==> src/rtl/sa_dma_sequencer.sv <==
// Block sequencer: per block, NUM_RD_CH strided read bursts, one core run, one write burst,
// using run-time config latched at start; adds response-error capture, watchdog and abort.
module sa_dma_sequencer #(
   parameter int ADDR_W    = 32,
   parameter int BIT_TRANS = 8,
   parameter int BLK_W     = 16,
   parameter int NUM_RD_CH = 2,
   parameter int CH_W      = (NUM_RD_CH > 1) ? $clog2(NUM_RD_CH) : 1,
   parameter int TMO_W     = 16
) (
   input  logic                        clk,
   input  logic                        rst,
   input  logic                        i_start,
   input  logic                        i_abort,
   input  logic [NUM_RD_CH*ADDR_W-1:0] i_rd_base,
   input  logic [ADDR_W-1:0]           i_wr_base,
   input  logic [ADDR_W-1:0]           i_rd_stride,
   input  logic [ADDR_W-1:0]           i_wr_stride,
   input  logic [BIT_TRANS-1:0]        i_num_trans,
   input  logic [BLK_W-1:0]            i_num_blk,
   input  logic [TMO_W-1:0]            i_timeout,
   output logic                        o_rd_start,
   output logic [ADDR_W-1:0]           o_rd_addr,
   output logic [CH_W-1:0]             o_rd_ch,
   input  logic                        i_rd_done,
   input  logic                        i_rd_err,
   output logic                        o_wr_start,
   output logic [ADDR_W-1:0]           o_wr_addr,
   input  logic                        i_wr_done,
   input  logic                        i_wr_err,
   output logic [BIT_TRANS-1:0]        o_num_trans,
   output logic                        o_core_go,
   output logic [BLK_W-1:0]            o_blk_idx,
   input  logic                        i_core_done,
   output logic                        o_busy,
   output logic                        o_done,
   output logic                        o_error,
   output logic [2:0]                  o_err_code
);

   typedef enum logic [2:0] {
      IDLE, RD_ISSUE, RD_WAIT, CORE_GO, CORE_WAIT, WR_ISSUE, WR_WAIT, FIN
   } state_t;

   localparam logic [CH_W-1:0] LAST_CH = CH_W'(NUM_RD_CH - 1);

   state_t            state, state_nxt;
   logic [ADDR_W-1:0] rd_ptr [NUM_RD_CH];
   logic [ADDR_W-1:0] wr_ptr, rd_stride, wr_stride;
   logic [BLK_W-1:0]  num_blk, blk;
   logic [CH_W-1:0]   ch;
   logic [TMO_W-1:0]  timeout, wd_cnt;
   logic [TMO_W:0]    wd_inc;
   logic              start_ok, cfg_zero, in_wait, tmo_hit, last_blk, err_hit;
   logic [2:0]        err_code;

   assign start_ok = (state == IDLE) && i_start;
   assign cfg_zero = (i_num_blk == '0) || (i_num_trans == '0);
   assign in_wait  = (state == RD_WAIT) || (state == CORE_WAIT) || (state == WR_WAIT);
   assign wd_inc   = {1'b0, wd_cnt} + {{TMO_W{1'b0}}, 1'b1};
   assign tmo_hit  = in_wait && (timeout != '0) && (wd_inc == {1'b0, timeout});
   assign last_blk = (blk == num_blk - BLK_W'(1));
   assign o_rd_ch   = ch;
   assign o_blk_idx = blk;

   // Abort beats response errors, which beat the watchdog; any of them beats a done.
   always_comb begin
      err_hit  = 1'b0;
      err_code = 3'd0;
      if (state != IDLE) begin
         if (i_abort) begin
            err_hit  = 1'b1;
            err_code = 3'd4;
         end else if ((state == RD_WAIT) && i_rd_err) begin
            err_hit  = 1'b1;
            err_code = 3'd1;
         end else if ((state == WR_WAIT) && i_wr_err) begin
            err_hit  = 1'b1;
            err_code = 3'd2;
         end else if (tmo_hit) begin
            err_hit  = 1'b1;
            err_code = 3'd3;
         end
      end
   end

   always_ff @(posedge clk) begin
      if (rst) state <= IDLE;
      else     state <= state_nxt;
   end

   always_comb begin
      state_nxt = state;
      case (state)
         IDLE:      if (i_start) state_nxt = cfg_zero ? FIN : RD_ISSUE;
         RD_ISSUE:  state_nxt = RD_WAIT;
         RD_WAIT:   if (i_rd_done) state_nxt = (ch == LAST_CH) ? CORE_GO : RD_ISSUE;
         CORE_GO:   state_nxt = CORE_WAIT;
         CORE_WAIT: if (i_core_done) state_nxt = WR_ISSUE;
         WR_ISSUE:  state_nxt = WR_WAIT;
         WR_WAIT:   if (i_wr_done) state_nxt = last_blk ? FIN : RD_ISSUE;
         FIN:       state_nxt = IDLE;
         default:   state_nxt = IDLE;
      endcase
      if (err_hit) state_nxt = IDLE;
   end

   always_comb begin
      o_rd_start = (state == RD_ISSUE);
      o_core_go  = (state == CORE_GO);
      o_wr_start = (state == WR_ISSUE);
   end

   always_ff @(posedge clk) begin
      if (rst) begin
         for (int k = 0; k < NUM_RD_CH; k++) rd_ptr[k] <= '0;
         wr_ptr      <= '0;
         rd_stride   <= '0;
         wr_stride   <= '0;
         num_blk     <= '0;
         timeout     <= '0;
         blk         <= '0;
         ch          <= '0;
         wd_cnt      <= '0;
         o_rd_addr   <= '0;
         o_wr_addr   <= '0;
         o_num_trans <= '0;
         o_busy      <= 1'b0;
         o_done      <= 1'b0;
         o_error     <= 1'b0;
         o_err_code  <= 3'd0;
      end else begin
         o_busy <= (state_nxt != IDLE);
         // Any state change restarts the count, so every wait state is timed from its entry.
         wd_cnt <= (state_nxt != state) ? '0 : wd_inc[TMO_W-1:0];
         if (start_ok) begin
            for (int k = 0; k < NUM_RD_CH; k++) rd_ptr[k] <= i_rd_base[k*ADDR_W +: ADDR_W];
            wr_ptr      <= i_wr_base;
            rd_stride   <= i_rd_stride;
            wr_stride   <= i_wr_stride;
            num_blk     <= i_num_blk;
            timeout     <= i_timeout;
            o_num_trans <= i_num_trans;
            blk         <= '0;
            ch          <= '0;
            o_rd_addr   <= i_rd_base[ADDR_W-1:0];
            o_done      <= 1'b0;
            o_error     <= 1'b0;
            o_err_code  <= 3'd0;
         end else if (err_hit) begin
            o_error    <= 1'b1;
            o_err_code <= err_code;
         end else begin
            case (state)
               RD_WAIT: if (i_rd_done) begin
                  rd_ptr[ch] <= rd_ptr[ch] + rd_stride;
                  if (ch == LAST_CH) begin
                     ch <= '0;
                  end else begin
                     ch        <= ch + CH_W'(1);
                     o_rd_addr <= rd_ptr[ch + CH_W'(1)];
                  end
               end
               CORE_WAIT: if (i_core_done) o_wr_addr <= wr_ptr;
               WR_WAIT: if (i_wr_done) begin
                  wr_ptr <= wr_ptr + wr_stride;
                  if (!last_blk) begin
                     blk       <= blk + BLK_W'(1);
                     o_rd_addr <= rd_ptr[0];
                  end
               end
               FIN:     o_done <= 1'b1;
               default: ;
            endcase
         end
      end
   end

endmodule

==> config.mk <==
export PLATFORM = sky130hd
export DESIGN_NAME = sa_dma_sequencer
export DESIGN_NICKNAME = d
export VERILOG_FILES = /design/src/rtl/sa_dma_sequencer.sv
export SDC_FILE = /design/constraint.sdc
export NUM_CORES = 1
export LEC_CHECK = 0
export ABC_AREA = 1
export CORE_AREA = 2 2 179 181
export CTS_CLUSTER_SIZE = 40
export DETAILED_ROUTE_END_ITERATION = 16
export DIE_AREA = 0 0 181 183
export PLACE_DENSITY = 0.82
export SYNTH_ARGS = -nofsm -noshare
export SYNTH_HDL_FRONTEND = slang
export SYNTH_SLANG_ARGS = --single-unit
==> constraint.sdc <==
create_clock -name clk -period 6 [get_ports clk]
set_clock_uncertainty 0.1 [all_clocks]
set_input_delay 1.2 -clock clk [delete_from_list [all_inputs] [get_ports clk]]
set_output_delay 1.2 -clock clk [all_outputs]
set_load 0.02 [all_outputs]
### Word-level counts from Yosys, hierarchy flattened

Memory sizes are Yosys's and may differ from the RTL's. A register that Yosys moved wholly into a read port is not among the register bits.
Cells that the tools add are included.

| operators by class | value |
|---|---|
| add/subtract/negate cells | 6 |
| eq/ne operators | 15 |
| muxes and demuxes | 49 |
| bitwise logic cells | 5 |
| reductions and logical operators | 26 |

Operators by type and width:

| kind | number |
|---|---|
| 2-to-1 mux 32 bit | 13 |
| adder 32 bit | 2 |
| one-hot mux 32 bit (2 select lines) | 1 |
| OR reduction 32 bit | 1 |
| 2-to-1 mux 3 bit | 9 |
| one-hot mux 3 bit (8 select lines) | 1 |
| 2-to-1 mux 1 bit | 21 |
| adder 16 x 1 -> 17 bit (second input constant) | 1 |
| == test 17 x 16 -> 1 bit | 1 |
| adder 16 x 1 -> 16 bit (second input constant) | 1 |
| == test 16 bit | 1 |
| zero test 16 bit | 1 |
| nonzero test 16 bit | 1 |
| subtractor 16 x 1 -> 16 bit (second input constant) | 1 |
| == test 3 bit (second input constant) | 4 |
| inequality test 3 bit (second input constant) | 4 |
| nonzero test 3 bit | 3 |
| zero test 8 bit | 1 |
| 2-to-1 mux 2 bit | 4 |
| AND reduction 4 bit | 2 |
| == test 3 x 2 -> 1 bit (second input constant) | 2 |
| AND reduction 3 bit | 2 |
| AND reduction 6 bit | 1 |
| logical AND 1 bit | 5 |
| other kinds (11) | 18 |

| word-level totals | value |
|---|---|
| register bits after elaboration | 242 |
| bits in writable memories | 64 |
| input bits | 209 |
| output and inout bits | 98 |
| logic and storage cells | 118 |
| memories | 1 |

Memories:

| memory | words | bits a word | read ports | clocked after memory_dff | wr ports | RTL line | source |
|---|---|---|---|---|---|---|---|
| rd_ptr | 2 | 32 | 3 | 1 | 2 | 48 | `logic [ADDR_W-1:0] rd_ptr [NUM_RD_CH];` |

### Logic depth before layout (Yosys ltp)

| depth | value |
|---|---|
| depth in word-level cells | 16 |
| gate-level depth with buffers | 21 |
| mapped depth without buffers | 20 |

### Worst setup path after synthesis

OpenSTA, ideal clock, no wires.

| timing path | value |
|---|---|
| kind | input to register |
| start point | in i_start |
| end point | mem rd_ptr[0][0] (enable) |
| library setup time | 389 ps |
| arrival time | 2945 ps |
| required time | 5511 ps |
| slack | 2566 ps |
| stages | 8 |
| buffers on the path | 2 |
| cells stage by stage | inv_1 > nor2_1 > inv_1 > nand2_1 > inv_1 > clkbuf_1 > clkbuf_1 > nand2_1 |

RTL lines:

| item | RTL line | source |
|---|---|---|
| start, declared | 13 | `input logic i_start,` |
| end, declared | 48 |  |

==> metrics.txt <==
status=completed; Routed Antenna Nets=0; Crit Path Class=input port to flop; die width=between 150 and 200 um; Post-Synth Adder-Cell Area=5.05%; final slew viol count=0; XOR/XNOR share of the synthesized area=between 4 and 5%; Post-route DRC=0; Worst EP required=a little over 6 ns; clock slew at reported path FFs=about 0.06 ns; syn avg cell area=about 7.5 sq um; Least-Margin Pin Slew=~1.3 ns; combinational fraction of design power=between 20% and 30%; fraction of the mapped netlist area in simple logic gates=about a fifth; Final #Nets=2793; worst min-delay path class=flop to flop; hold_buf cts=0; register bit total from synthesis=slightly above 300; Cell Rows=between 60 and 70; vias in the first global route=between 15000 and 20000; Critical Path Start=i_start; Tot GR Track Use=a little under a third; sequential group share of total power=between 30 and 40%; total number of yosys warnings=0; asr flop ratio synth=0%; Max VDD drop=roughly 0.21 mV; P_sw=2.23 mW; DRT Pass-1 Iters=6; setup_tns=0 ns; main combinational cell family by area after synthesis=compound AO/OA/AOI/OAI gates; peak fanout along the critical path=47; worst skew pair latency=between 0.5 and 0.6 ns; fmax=roughly 250 MHz; hold path start=o_rd_addr[4]; PD cells=around 310 mW/mm^2; Layout area overhead=26.1%; CP Data Arrival Time=roughly 4.2 ns; max-capacitance violation count=0; Unique masters post-synth=52; number of synthesized flops with an enable pin=64; Final Cycle Share=slightly below 70%; hold-critical path depth=2; Port Buffers=approximately 310; post-DP HPWL=approximately 39 mm; Die Area=around 0.033 sq mm; wire length per cell after detailed routing=between 15 and 20 um; worst r2r src=wd_cnt[0]; Setup Viol. Count Final=0; mux contribution to synthesized area=less than 1%; Synth Cell Area=~0.017 sq mm; root buffer cell=clkbuf_16; clk buf depth=3; CTS H-Tree Depth=2; initial core utilization=54.1%; largest net degree at the start of global routing=78; P_int=about 4.4 mW; Slew HR=a little over an eighth; Die Ht=183 um; CTS resizes=0; Synth Net Count=approximately 2500; CTS tree=yes; RSZ-0062 raised after global routing=no; I/O Pins=307; Seq/Total Area, Yosys=approximately two fifths; Synth Instances=between 2000 and 2500; via count=roughly 17000; min cycle time layout=roughly 4.1 ns; drt total wl=53.5 mm; Reg2Reg Depth=16; static leakage=~8.6 nW; vias per cell=5.72; Num CTS Buffers=35; global placer's final weighted congestion=0.985; CP Capture Type=flop; share of layout cells above drive strength 1=around 4.5%; Starting DRT DRC Count=around 1500; Post-Layout Inst Area=about 0.021 sq mm; startpoint types=input port; aggregate global routing overflow=0; Sw Ratio=approximately 34%; Post-CTS Setup Bufs=0; Synth Area in Compound Gates=between 20% and 30%; first-pass GRT wire length=~84 mm; Hold Vio Cnt, Final=0; Placement Cell Area=0.0202 sq mm; clock group share of total power=32.1%; initial antenna violation count=3; predominant post-synthesis flop cell=dfxtp_1; Sink Count=approximately 300; area of the core=0.0312 sq mm
synthesized netlist by cell type, types with 8 or more instances:
library cell,number,area share [%]
a21oi_1,185,5.5
a22o_1,77,4.0
buf_2,19,0.56
clkbuf_1,70,1.6
dfxtp_1,243,29
edfxtp_1,64,11
ha_1,65,4.8
inv_1,268,6.0
nand2_1,434,9.6
nand3_1,74,2.2
nand4_1,24,0.89
nor2_1,175,3.9
nor2_2,10,0.37
nor3_1,21,0.62
nor4_1,8,0.30
o211ai_1,32,1.4
o21ai_0,281,8.3
o21bai_1,9,0.40
o22ai_1,35,1.3
or2_2,10,0.37
xnor2_1,28,1.5
xor2_1,43,2.2
flip-flops by register name, summed over array words and instances, names as in the netlist, 8 cells and up, named ones only:
name,cells
o_blk_idx,16
timeout,16
num_blk,16
o_wr_addr,32
o_num_trans,8
rd_stride,32
wr_ptr,32
rd_ptr,64
wd_cnt,16
wr_stride,32
o_rd_addr,32
metrics by stage:
step                std cells  setup slack [ns]  power, mW  utilization (%)  hold WS [ns]
floorplan                2255              2.57       3.82                -         0.341
global placement         2882              1.43       4.46             64.6         0.332
detailed placement       2882              1.41       4.51             64.6         0.338
CTS                      2943              1.94       6.63             68.2         0.346
global route             2944              1.67       6.96             68.2         0.366
finish                   2945              1.93       6.63             68.2         0.346
metal layers:
layer  wire length [um]  vias to the layer above  GRT usage, %
met5                 12                        -             0
met4               1090                        2          7.64
met3               4830                       92          5.20
met2              24300                      810          51.6
met1              23300                     7780          43.9
li1                   -                     8150             -
final cells by class:
type,count,area [sq um]
Antenna cell,2,5.00
Clock buffer,49,968
Clock inverter,12,145
Fill cell,2633,9930
Inverter,272,1020
Multi-Input combinational cell,1579,8690
Sequential cell,307,6790
Tap cell,402,503
Timing Repair Buffer,322,3180
power groups by stage:
stage               logic, mW  clock network (mW)  registers (mW)
finish                   1.94                2.13            2.57
global route             2.14                2.23            2.59
CTS                      1.92                2.15            2.56
detailed placement       1.91                   0            2.60
global placement         1.87                   0            2.59
floorplan                1.19                   0            2.63
critical path, stage by stage:
cell             delay (ns)
clkdlybuf4s50_1        0.49
inv_1                  0.10
nor2_2                 0.05
inv_2                  0.61
nand2_1                0.22
clkinv_2               0.11
nand4_1                0.09
buf_4                  0.28
nand2_1                0.56
buf_4                  0.43
path summary, 6_finish.rpt:
| path | end | slack (ns) |
|---|---|---|
| hold reg to reg | o_rd_addr[4] | 0.35 |
| setup / recovery | rd_ptr[1][18] | 1.93 |
| hold / removal | o_rd_addr[4] | 0.35 |
| setup reg to reg | rd_ptr[1][18] | 2.00 |
logic make-up (layout without fill, tap and decap cells):
family	after synthesis	after routing
AND/OR/NAND/NOR	777	777
adder cells (fa/ha/maj)	67	67
other	0	2
AO/OA/AOI/OAI	658	658
multiplexers	3	3
flip-flops	307	307
buffers and inverters	369	655
XOR/XNOR	74	74
placed cells by master (no fill, tap or decap), types with 4 or more instances in the layout:
cell and instances:
a22o_1 77, nand2_2 6, a21o_1 7, dfxtp_1 242
nand2_1 433, clkbuf_16 35, a21boi_0 5, ha_1 65
nand4_1 24, inv_1 266, xor2_1 43, a31oi_1 4
nor2_1 173, clkdlybuf4s50_1 306, buf_4 16, nand3_1 74
o21a_1 7, nor2_2 11, o22ai_1 35, xnor2_1 28
nor2_4 4, a21oi_1 185, nor4_1 8, o21ai_1 7
o21ai_0 281, edfxtp_1 64, nor3_1 21, clkbuf_8 4
inv_2 5, o211ai_1 32, clkbuf_1 10, or2_2 11
o21bai_1 9
(Power assumes the default switching activity.)
